File: config.mk
export PLATFORM = sky130hd
export DESIGN_NAME = sqrt_fixedpoint_pipe
export DESIGN_NICKNAME = d
export VERILOG_FILES = /design/src/rtl/sqrt_pkg.sv /design/src/rtl/sqrt_stage.sv /design/src/rtl/sqrt_fixedpoint_pipe.sv
export SDC_FILE = /design/constraint.sdc
export NUM_CORES = 1
export LEC_CHECK = 0
export ABC_AREA = 1
export BUFFER_PORTS_ARGS = -buffer_cell sky130_fd_sc_hd__buf_2
export CAP_MARGIN = 20
export CELL_PAD_IN_SITES_DETAIL_PLACEMENT = 0
export CELL_PAD_IN_SITES_GLOBAL_PLACEMENT = 1
export CORE_MARGIN = 1
export CORE_UTILIZATION = 43
export DETAILED_ROUTE_END_ITERATION = 6
export PLACE_DENSITY_LB_ADDON = 0.1
export SLEW_MARGIN = 20
export SYNTH_ARGS = -nofsm -noshare
export SYNTH_HDL_FRONTEND = slang
export SYNTH_SLANG_ARGS = --single-unit
File: constraint.sdc
create_clock -name clk -period 11.12 [get_ports clk]
set_input_delay 2.224 -clock clk [delete_from_list [all_inputs] [get_ports clk]]
set_output_delay 2.224 -clock clk [all_outputs]
set_load 0.1 [all_outputs]
File: src/rtl/sqrt_pkg.sv
// rtl/sqrt_pkg.sv - shared sizing helper and rounding-mode constants for the sqrt pipeline
package sqrt_pkg;

  localparam int SQRT_TRUNC = 0;
  localparam int SQRT_ROUND = 1;

  // Result width: half the integer bits (rounded up) plus the requested fraction bits.
  function automatic int sqrt_out_width(input int in_w, input int in_dec_w, input int out_dec_w);
    return (in_w - in_dec_w + 1) / 2 + out_dec_w;
  endfunction

endpackage

File: src/rtl/sqrt_stage.sv
// rtl/sqrt_stage.sv - one registered non-restoring square-root step resolving a single root bit
module sqrt_stage #(
  parameter int OW     = 12,
  parameter int RW     = 24,
  parameter int REM_W  = 16,
  parameter int CHAN_W = 2,
  parameter int STAGE  = 0
) (
  input  logic              clk,
  input  logic              aclr,
  input  logic              ce,
  input  logic              i_valid,
  input  logic [CHAN_W-1:0] i_chan,
  input  logic [OW-1:0]     i_root,
  input  logic [REM_W-1:0]  i_rem,
  input  logic [RW-1:0]     i_rad,
  output logic              o_valid,
  output logic [CHAN_W-1:0] o_chan,
  output logic [OW-1:0]     o_root,
  output logic [REM_W-1:0]  o_rem,
  output logic [RW-1:0]     o_rad
);

  localparam bit LAST = (STAGE == OW - 1);

  logic              r_valid;
  logic [CHAN_W-1:0] r_chan;
  logic [OW-1:0]     r_root;
  logic [REM_W-1:0]  r_rem;
  logic [RW-1:0]     r_rad;

  logic              w_neg;
  logic [REM_W-1:0]  w_shifted;
  logic [REM_W-1:0]  w_root_term;
  logic [REM_W-1:0]  w_step_rem;
  logic [REM_W-1:0]  w_corr_term;
  logic [REM_W-1:0]  w_next_rem;
  logic [OW-1:0]     w_next_root;

  // Remainder is two's complement; its MSB selects subtract (root<<2|01) or add (root<<2|11).
  assign w_neg       = i_rem[REM_W-1];
  assign w_shifted   = (i_rem << 2) | {{(REM_W-2){1'b0}}, i_rad[RW-1 -: 2]};
  assign w_root_term = {{(REM_W-OW-2){1'b0}}, i_root, w_neg, 1'b1};
  assign w_step_rem  = w_neg ? (w_shifted + w_root_term) : (w_shifted - w_root_term);
  assign w_next_root = {i_root[OW-2:0], ~w_step_rem[REM_W-1]};

  // The last step folds the negative-remainder fix-up in combinationally, so no extra cycle.
  assign w_corr_term = {{(REM_W-OW-1){1'b0}}, w_next_root, 1'b1};
  assign w_next_rem  = (LAST && w_step_rem[REM_W-1]) ? (w_step_rem + w_corr_term) : w_step_rem;

  always_ff @(posedge clk or posedge aclr) begin
    if (aclr) begin
      r_valid <= 1'b0;
      r_chan  <= '0;
      r_root  <= '0;
      r_rem   <= '0;
      r_rad   <= '0;
    end else if (ce) begin
      r_valid <= i_valid;
      r_chan  <= i_chan;
      r_root  <= w_next_root;
      r_rem   <= w_next_rem;
      r_rad   <= i_rad << 2;
    end
  end

  assign o_valid = r_valid;
  assign o_chan  = r_chan;
  assign o_root  = r_root;
  assign o_rem   = r_rem;
  assign o_rad   = r_rad;

endmodule

File: src/rtl/sqrt_fixedpoint_pipe.sv
// rtl/sqrt_fixedpoint_pipe.sv - fully pipelined unsigned fixed-point square root with tag and clock enable
module sqrt_fixedpoint_pipe
  import sqrt_pkg::*;
#(
  parameter int inputWidth     = 16,
  parameter int inputDecWidth  = 8,
  parameter int outputDecWidth = 8,
  parameter int ROUND          = SQRT_TRUNC,
  parameter int CHAN_W         = 2
) (
  input  logic                                                              clk,
  input  logic                                                              aclr,
  input  logic                                                              ce,
  input  logic                                                              in_valid,
  input  logic [inputWidth-1:0]                                             radical,
  input  logic [CHAN_W-1:0]                                                 in_chan,
  output logic                                                              out_valid,
  output logic [sqrt_out_width(inputWidth, inputDecWidth, outputDecWidth)-1:0] q,
  output logic [sqrt_out_width(inputWidth, inputDecWidth, outputDecWidth):0]   remainder,
  output logic [CHAN_W-1:0]                                                 out_chan
);

  localparam int intW        = inputWidth - inputDecWidth;
  localparam int outputWidth = (intW + 1) / 2 + outputDecWidth;
  localparam int RW          = 2 * outputWidth;
  localparam int REM_W       = outputWidth + 4;
  localparam int QRW         = outputWidth + 1;
  localparam int SHIFT       = 2 * outputDecWidth - inputDecWidth;

  if (2 * outputDecWidth < inputDecWidth) begin : g_bad_precision
    $error("sqrt_fixedpoint_pipe: outputDecWidth must be at least half of inputDecWidth");
  end

  logic              w_valid [0:outputWidth];
  logic [CHAN_W-1:0] w_chan  [0:outputWidth];
  logic [outputWidth-1:0] w_root [0:outputWidth];
  logic [REM_W-1:0]  w_rem   [0:outputWidth];
  logic [RW-1:0]     w_rad   [0:outputWidth];

  assign w_valid[0] = in_valid;
  assign w_chan[0]  = in_chan;
  assign w_root[0]  = '0;
  assign w_rem[0]   = '0;
  assign w_rad[0]   = RW'(radical) << SHIFT;

  for (genvar k = 0; k < outputWidth; k++) begin : g_stage
    sqrt_stage #(
      .OW     (outputWidth),
      .RW     (RW),
      .REM_W  (REM_W),
      .CHAN_W (CHAN_W),
      .STAGE  (k)
    ) u_stage (
      .clk     (clk),
      .aclr    (aclr),
      .ce      (ce),
      .i_valid (w_valid[k]),
      .i_chan  (w_chan[k]),
      .i_root  (w_root[k]),
      .i_rem   (w_rem[k]),
      .i_rad   (w_rad[k]),
      .o_valid (w_valid[k+1]),
      .o_chan  (w_chan[k+1]),
      .o_root  (w_root[k+1]),
      .o_rem   (w_rem[k+1]),
      .o_rad   (w_rad[k+1])
    );
  end

  logic [outputWidth-1:0] w_qfloor;
  logic [QRW-1:0]         w_rem_floor;
  logic                   w_unused;

  // After correction the remainder is non-negative and at most 2*qfloor, so QRW bits hold it.
  assign w_qfloor    = w_root[outputWidth];
  assign w_rem_floor = w_rem[outputWidth][QRW-1:0];
  assign w_unused    = ^{w_rad[outputWidth], w_rem[outputWidth][REM_W-1:QRW]};

  if (ROUND == SQRT_ROUND) begin : g_round
    logic                   r_valid;
    logic [CHAN_W-1:0]      r_chan;
    logic [outputWidth-1:0] r_q;
    logic [QRW-1:0]         r_rem;
    logic                   w_round_up;

    // rem > qfloor is exactly sqrt(R) >= qfloor + 0.5; an all-ones root saturates instead.
    assign w_round_up = (w_rem_floor > {1'b0, w_qfloor}) && !(&w_qfloor);

    always_ff @(posedge clk or posedge aclr) begin
      if (aclr) begin
        r_valid <= 1'b0;
        r_chan  <= '0;
        r_q     <= '0;
        r_rem   <= '0;
      end else if (ce) begin
        r_valid <= w_valid[outputWidth];
        r_chan  <= w_chan[outputWidth];
        r_q     <= w_qfloor + {{(outputWidth-1){1'b0}}, w_round_up};
        r_rem   <= w_rem_floor;
      end
    end

    assign out_valid = r_valid;
    assign out_chan  = r_chan;
    assign q         = r_q;
    assign remainder = r_rem;
  end else begin : g_trunc
    assign out_valid = w_valid[outputWidth];
    assign out_chan  = w_chan[outputWidth];
    assign q         = w_qfloor;
    assign remainder = w_rem_floor;
  end

endmodule

---- Yosys cells after proc, flatten, opt, wreduce, memory -nomap -nowiden ----
Index checks and enable logic that the tools add are counted.
storage, ports and cells
  output and inout port bits .............. 28
  bits in registers ....................... 359
  word-level logic and storage cells ...... 110
operators by class
  multiplexer cells ....................... 12
  bitwise operators ....................... 19
  add/subtract/negate cells ............... 24
operator list
  kind                          number
  2-to-1 mux 16 bit             11
  OR 16 x 2 -> 16 bit           7
  adder 16 x 10 -> 16 bit       1
  adder 16 x 11 -> 16 bit       1
  adder 16 x 12 -> 16 bit       1
  adder 16 x 13 -> 16 bit       1
  adder 16 x 3 -> 16 bit        1
  adder 16 x 4 -> 16 bit        1
  adder 16 x 5 -> 16 bit        1
  adder 16 x 6 -> 16 bit        1
  adder 16 x 7 -> 16 bit        1
  adder 16 x 8 -> 16 bit        1
  adder 16 x 9 -> 16 bit        1
  subtractor 16 x 10 -> 16 bit  1
  subtractor 16 x 11 -> 16 bit  1
  subtractor 16 x 12 -> 16 bit  1
  subtractor 16 x 13 -> 16 bit  1
  subtractor 16 x 3 -> 16 bit   1
  subtractor 16 x 4 -> 16 bit   1
  subtractor 16 x 5 -> 16 bit   1
  subtractor 16 x 6 -> 16 bit   1
  subtractor 16 x 7 -> 16 bit   1
  subtractor 16 x 8 -> 16 bit   1
  subtractor 16 x 9 -> 16 bit   1
  other kinds (4)               15

---- Depth between registers and ports, before layout ----
  depth after elaboration ................. 5
  gate-level depth with buffers ........... 22
  depth with buffers taken out ............ 22

---- Hierarchy ----
Synthesis repeated with hierarchy kept, for this count alone.
second synthesis, totals
  cells, all modules ...................... 5071
  area, all modules ....................... 37023.0 sq um
by module, submodules not included
  module                                seq. area each (sq um)  instances  cells an instance  area an instance (sq um)
  sqrt_stage at g_stage[1].u_stage ...  1326.3                  7          416                3027.9
  sqrt_stage at g_stage[0].u_stage ...  1326.3                  4          416                3030.4
  sqrt_stage at g_stage[11].u_stage     1326.3                  1          494                3702.3
  sqrt_fixedpoint_pipe                  0.0                     1          1                  3.8

---- Least setup slack after synthesis ----
Ideal clock, no wire load.
  path type ............................... reg2out
  start point ............................. register g_stage[11].u_stage.o_rem[1] (netlist name)
  end point ............................... output remainder[0]
  arrival time ............................ 1357 ps
  path slack .............................. 7539 ps
  path buffers ............................ 1
  cell stages (with the launch flop) ...... 2
  required time ........................... 8896 ps
  path through ............................ dfrtp_1 buf_4
RTL lines
  item              line                        text
  end: declaration  sqrt_fixedpoint_pipe.sv:19  output logic [sqrt_out_width(inputWidth, inputDecWidth, outputDecWidth):0] remainder,

==> results by stage <==
Synth:
- The count of distinct cell types in the synthesized netlist is 49.
- Of the synthesized area, sequential elements account for 39.0%.
- The synthesized area per cell is 7.65 µm².
- Counting every net in the synthesized netlist gives 2891.
- The number of warnings issued by yosys is 0.
- For this run, the leading register cell type out of synthesis is sky130_fd_sc_hd__dfrtp_1.
- The dominant cell type by area after synthesis is sky130_fd_sc_hd__dfrtp_1.
- The top cell type by area accounts for 39.0% of the synthesized area.
- In the synthesized netlist the async set-or-reset flop fraction comes to 100%.
- Summing every instance area after synthesis gives 20600 µm².
- In this run, synthesis produced a sequential element count of 321.
- Synthesis produced a netlist whose cell count is 2693.
- In the post-synthesis netlist, the biggest area contributors are sky130_fd_sc_hd__dfrtp_1, sky130_fd_sc_hd__nand2_1, sky130_fd_sc_hd__ha_1.
- The number of enable flip-flop cells after synthesis is 0.

Clock tree:
- TritonCTS built the clock tree.
- After clock tree synthesis, the repair step resized 0 gates.
- The number of clock sinks is 321.
- The H-tree was split into 2 levels.
- In this run, CTS created clock tree buffers numbering 39.
- No sink is reached through more buffers than the 3 on the longest clock path.
- Clock-pin slew was measured on the worst setup and hold paths at 0.06 ns.
- The number of buffers inserted to repair setup after CTS is 0.
- The number of hold buffers added after cts is 0.
- The cell at the root of the clock tree is sky130_fd_sc_hd__clkbuf_16.
- Clock latency on the worst-skew pair, taken at its later pin, is 0.56 ns.

Cells and area:
- The final cell utilization of the core is 47.8%.
- The antenna diode count is 0.
- The library cell used most frequently in the layout, excluding fill and tap cells, is sky130_fd_sc_hd__nand2_1.
- For this run, the number of standard cells in the final layout without fillers is 3318.
- In the layout the commonest cells are sky130_fd_sc_hd__nand2_1, sky130_fd_sc_hd__o21ai_0, sky130_fd_sc_hd__inv_1.
- The post-route netlist has 5.75% of its cells at a drive strength greater than 1.
- The area added between synthesis and finish is 8.80%.
- For this run, the post-layout net count is 2887.

STA:
- Based on the critical path, the design can be clocked at up to 211 MHz.
- At the pin with the least slew margin, the transition time is 0.970 ns.
- The relative max-transition margin is 35.3%.
- The number of setup violations in the final report is 0.
- The share of the clock period used by the worst path after layout is 42.5%.
- On the final layout, the worst clock skew is 0.0147 ns.
- Setup repair after global routing left no endpoint under its margin.
- The number of pins with negative max-slew slack in the final report was 0.
- The tightest hold path in the finished design has a slack of 0.465 ns.
- In the final timing run, aggregate negative setup slack is 0 ns.
- The final critical path time including I/O delays and setup is 4.73 ns.
- The hold violation count in the final report is 0.

Critical path:
- The data arrival time of the critical path is 5.13 ns.
- STA puts the critical path data required time at 11.52 ns.
- The worst setup path is launched from a primary input.
- The worst setup path is captured at a flop.
- The critical path is of the in2reg type.
- The maximum fanout encountered on the critical timing path is 138.

Die:
- The site row count is 79.
- The area of the core is 47000 µm².
- The starting density of the core is 43.9%.
- Pin placement for this block handled 50 I/O pins.
- The area of the die is 48800 µm².
- The die outline height is 221 µm.
- The width of the chip is 221 µm.

GRT:
- Global routing used 21.7% of the available tracks across all layers.
- The first global-routing pass estimated 86900 µm of wire.
- Entering global routing, the biggest net connects 208 pins.
- The via count of the first global-routing pass is 16700.
- Global routing finished with a remaining overflow of 0.
- The initial antenna violation count is 1.

Drt:
- The number of vias in the routed layout is 17000.
- The wire length per cell is 15.6 µm.
- The final layout contains routed wiring with a total length of 51900 µm.
- The number of remaining DRC errors is 0.
- In this run the remaining antenna-violating nets after routing total 0.
- The initial detailed-routing violation count is 1038.
- The number of vias per cell after detailed routing is 5.12.
- The first TritonRoute pass finished after 5 iterations.

Run status:
- The flow ran to the end, and the final reports show no timing, DRC or antenna violations.

Flow run:
- Max-cap violations in this run came to 0.

Place:
- Counting tap cells, the placed design contains a total of 3255 instances.
- The routability congestion estimate is 0.889.
- The count of port buffers added during placement is 49.
- The half-perimeter wire length after placement is 38100 µm.

Min path:
- The path class of the tightest hold or removal check is reg2reg.
metal layers:
metal / up-vias / routed length (µm) / global-route usage (%) / share of wire [%]
met2: 221 / 23200 / 34.6 / 45
li1: 8762 / - / - / -
met1: 7915 / 25900 / 30.8 / 50
met4: 2 / 1180 / 6.27 / 2.3
met5: - / 13 / 0 / 0.025
met3: 72 / 1580 / 2.68 / 3.0
state kept, by name (all words and copies together), names as in the netlist:
register and flops:
g_stage.u_stage.o_chan 24, g_stage.u_stage.o_rad 56, g_stage.u_stage.o_rem 152, g_stage.u_stage.o_root 77, g_stage.u_stage.o_valid 12
worst paths after layout:
kind                       slack (ns)                         start                      endpoint  depth (start not counted)
min in group asynchronous        1.77                          aclr  g_stage[5].u_stage.o_chan[1]                          2
max                              6.39                            ce  g_stage[6].u_stage.o_rem[15]                          7
min reg2reg                      0.47  g_stage[0].u_stage.o_rad[22]   g_stage[1].u_stage.o_rem[0]                          1
max in group asynchronous        6.94                          aclr   g_stage[5].u_stage.o_rem[1]                          4
max reg2reg                      7.17   g_stage[8].u_stage.o_rem[1]  g_stage[11].u_stage.o_rem[8]                         17
min                              0.47  g_stage[0].u_stage.o_rad[22]   g_stage[1].u_stage.o_rem[0]                          1
synthesized netlist by cell type (2+ instances only):
| cell type | instances |
|---|---|
| sky130_fd_sc_hd__xnor2_1 | 42 |
| sky130_fd_sc_hd__dfrtp_1 | 321 |
| sky130_fd_sc_hd__o211ai_1 | 7 |
| sky130_fd_sc_hd__nor3_1 | 37 |
| sky130_fd_sc_hd__ha_1 | 167 |
| sky130_fd_sc_hd__a31oi_1 | 28 |
| sky130_fd_sc_hd__o21ai_0 | 346 |
| sky130_fd_sc_hd__a21boi_0 | 5 |
| sky130_fd_sc_hd__clkbuf_2 | 2 |
| sky130_fd_sc_hd__a21oi_1 | 123 |
| sky130_fd_sc_hd__nand2_2 | 8 |
| sky130_fd_sc_hd__a211oi_1 | 10 |
| sky130_fd_sc_hd__fa_1 | 9 |
| sky130_fd_sc_hd__or2_2 | 13 |
| sky130_fd_sc_hd__inv_1 | 333 |
| sky130_fd_sc_hd__nor4_1 | 4 |
| sky130_fd_sc_hd__o21bai_1 | 7 |
| sky130_fd_sc_hd__o2111ai_1 | 2 |
| sky130_fd_sc_hd__and2_1 | 3 |
| sky130_fd_sc_hd__nand3_1 | 120 |
| sky130_fd_sc_hd__nand4_1 | 34 |
| sky130_fd_sc_hd__buf_6 | 6 |
| sky130_fd_sc_hd__a21o_1 | 10 |
| sky130_fd_sc_hd__xor2_1 | 72 |
| sky130_fd_sc_hd__nand3b_1 | 7 |
| sky130_fd_sc_hd__nor2_2 | 3 |
| sky130_fd_sc_hd__inv_2 | 2 |
| sky130_fd_sc_hd__clkbuf_1 | 56 |
| sky130_fd_sc_hd__o21ai_1 | 8 |
| sky130_fd_sc_hd__o221ai_1 | 2 |
| sky130_fd_sc_hd__a22oi_1 | 2 |
| sky130_fd_sc_hd__a21oi_2 | 8 |
| sky130_fd_sc_hd__a22o_1 | 2 |
| sky130_fd_sc_hd__buf_4 | 4 |
| sky130_fd_sc_hd__nand2_1 | 726 |
| sky130_fd_sc_hd__a31o_2 | 5 |
| sky130_fd_sc_hd__buf_2 | 26 |
| sky130_fd_sc_hd__o21a_1 | 12 |
| sky130_fd_sc_hd__nor2_1 | 106 |
| sky130_fd_sc_hd__buf_1 | 6 |
per-stage QoR:
stage,instance area [µm²],setup WS [ns]
finish,22400,6.39
global route,22400,6.06
CTS,22400,6.39
detailed placement,21200,5.79
global placement,21200,5.84
floorplan,20600,0.0114
critical path, cell delays in order:
cell,delay (ns)
sky130_fd_sc_hd__buf_8,0.22
sky130_fd_sc_hd__inv_8,0.59
sky130_fd_sc_hd__buf_4,0.85
sky130_fd_sc_hd__buf_4,0.79
sky130_fd_sc_hd__nor2_1,0.11
sky130_fd_sc_hd__nand2_1,0.10
sky130_fd_sc_hd__o21ai_0,0.09
cells by family after synthesis:
logic type	share of synthesized area, %
buf+inv	8.42
xor+xnor	4.85
fa+ha+maj	11.0
simple gates	21.3
flops	39.0
compound gates	15.4
cell type report:
cell class / count / area [µm²]
fill: 4760 / 24500
multi-input combinational: 1936 / 10800
sequential: 321 / 8030
inverter: 336 / 1280
clock buffer: 54 / 1100
tap: 607 / 759
timing repair buffer: 55 / 313
clock inverter: 9 / 95.1
Power is left out: the tool's default activity adds up to more than one toggle a clock period on the data nets, which glitch-free logic cannot reach.
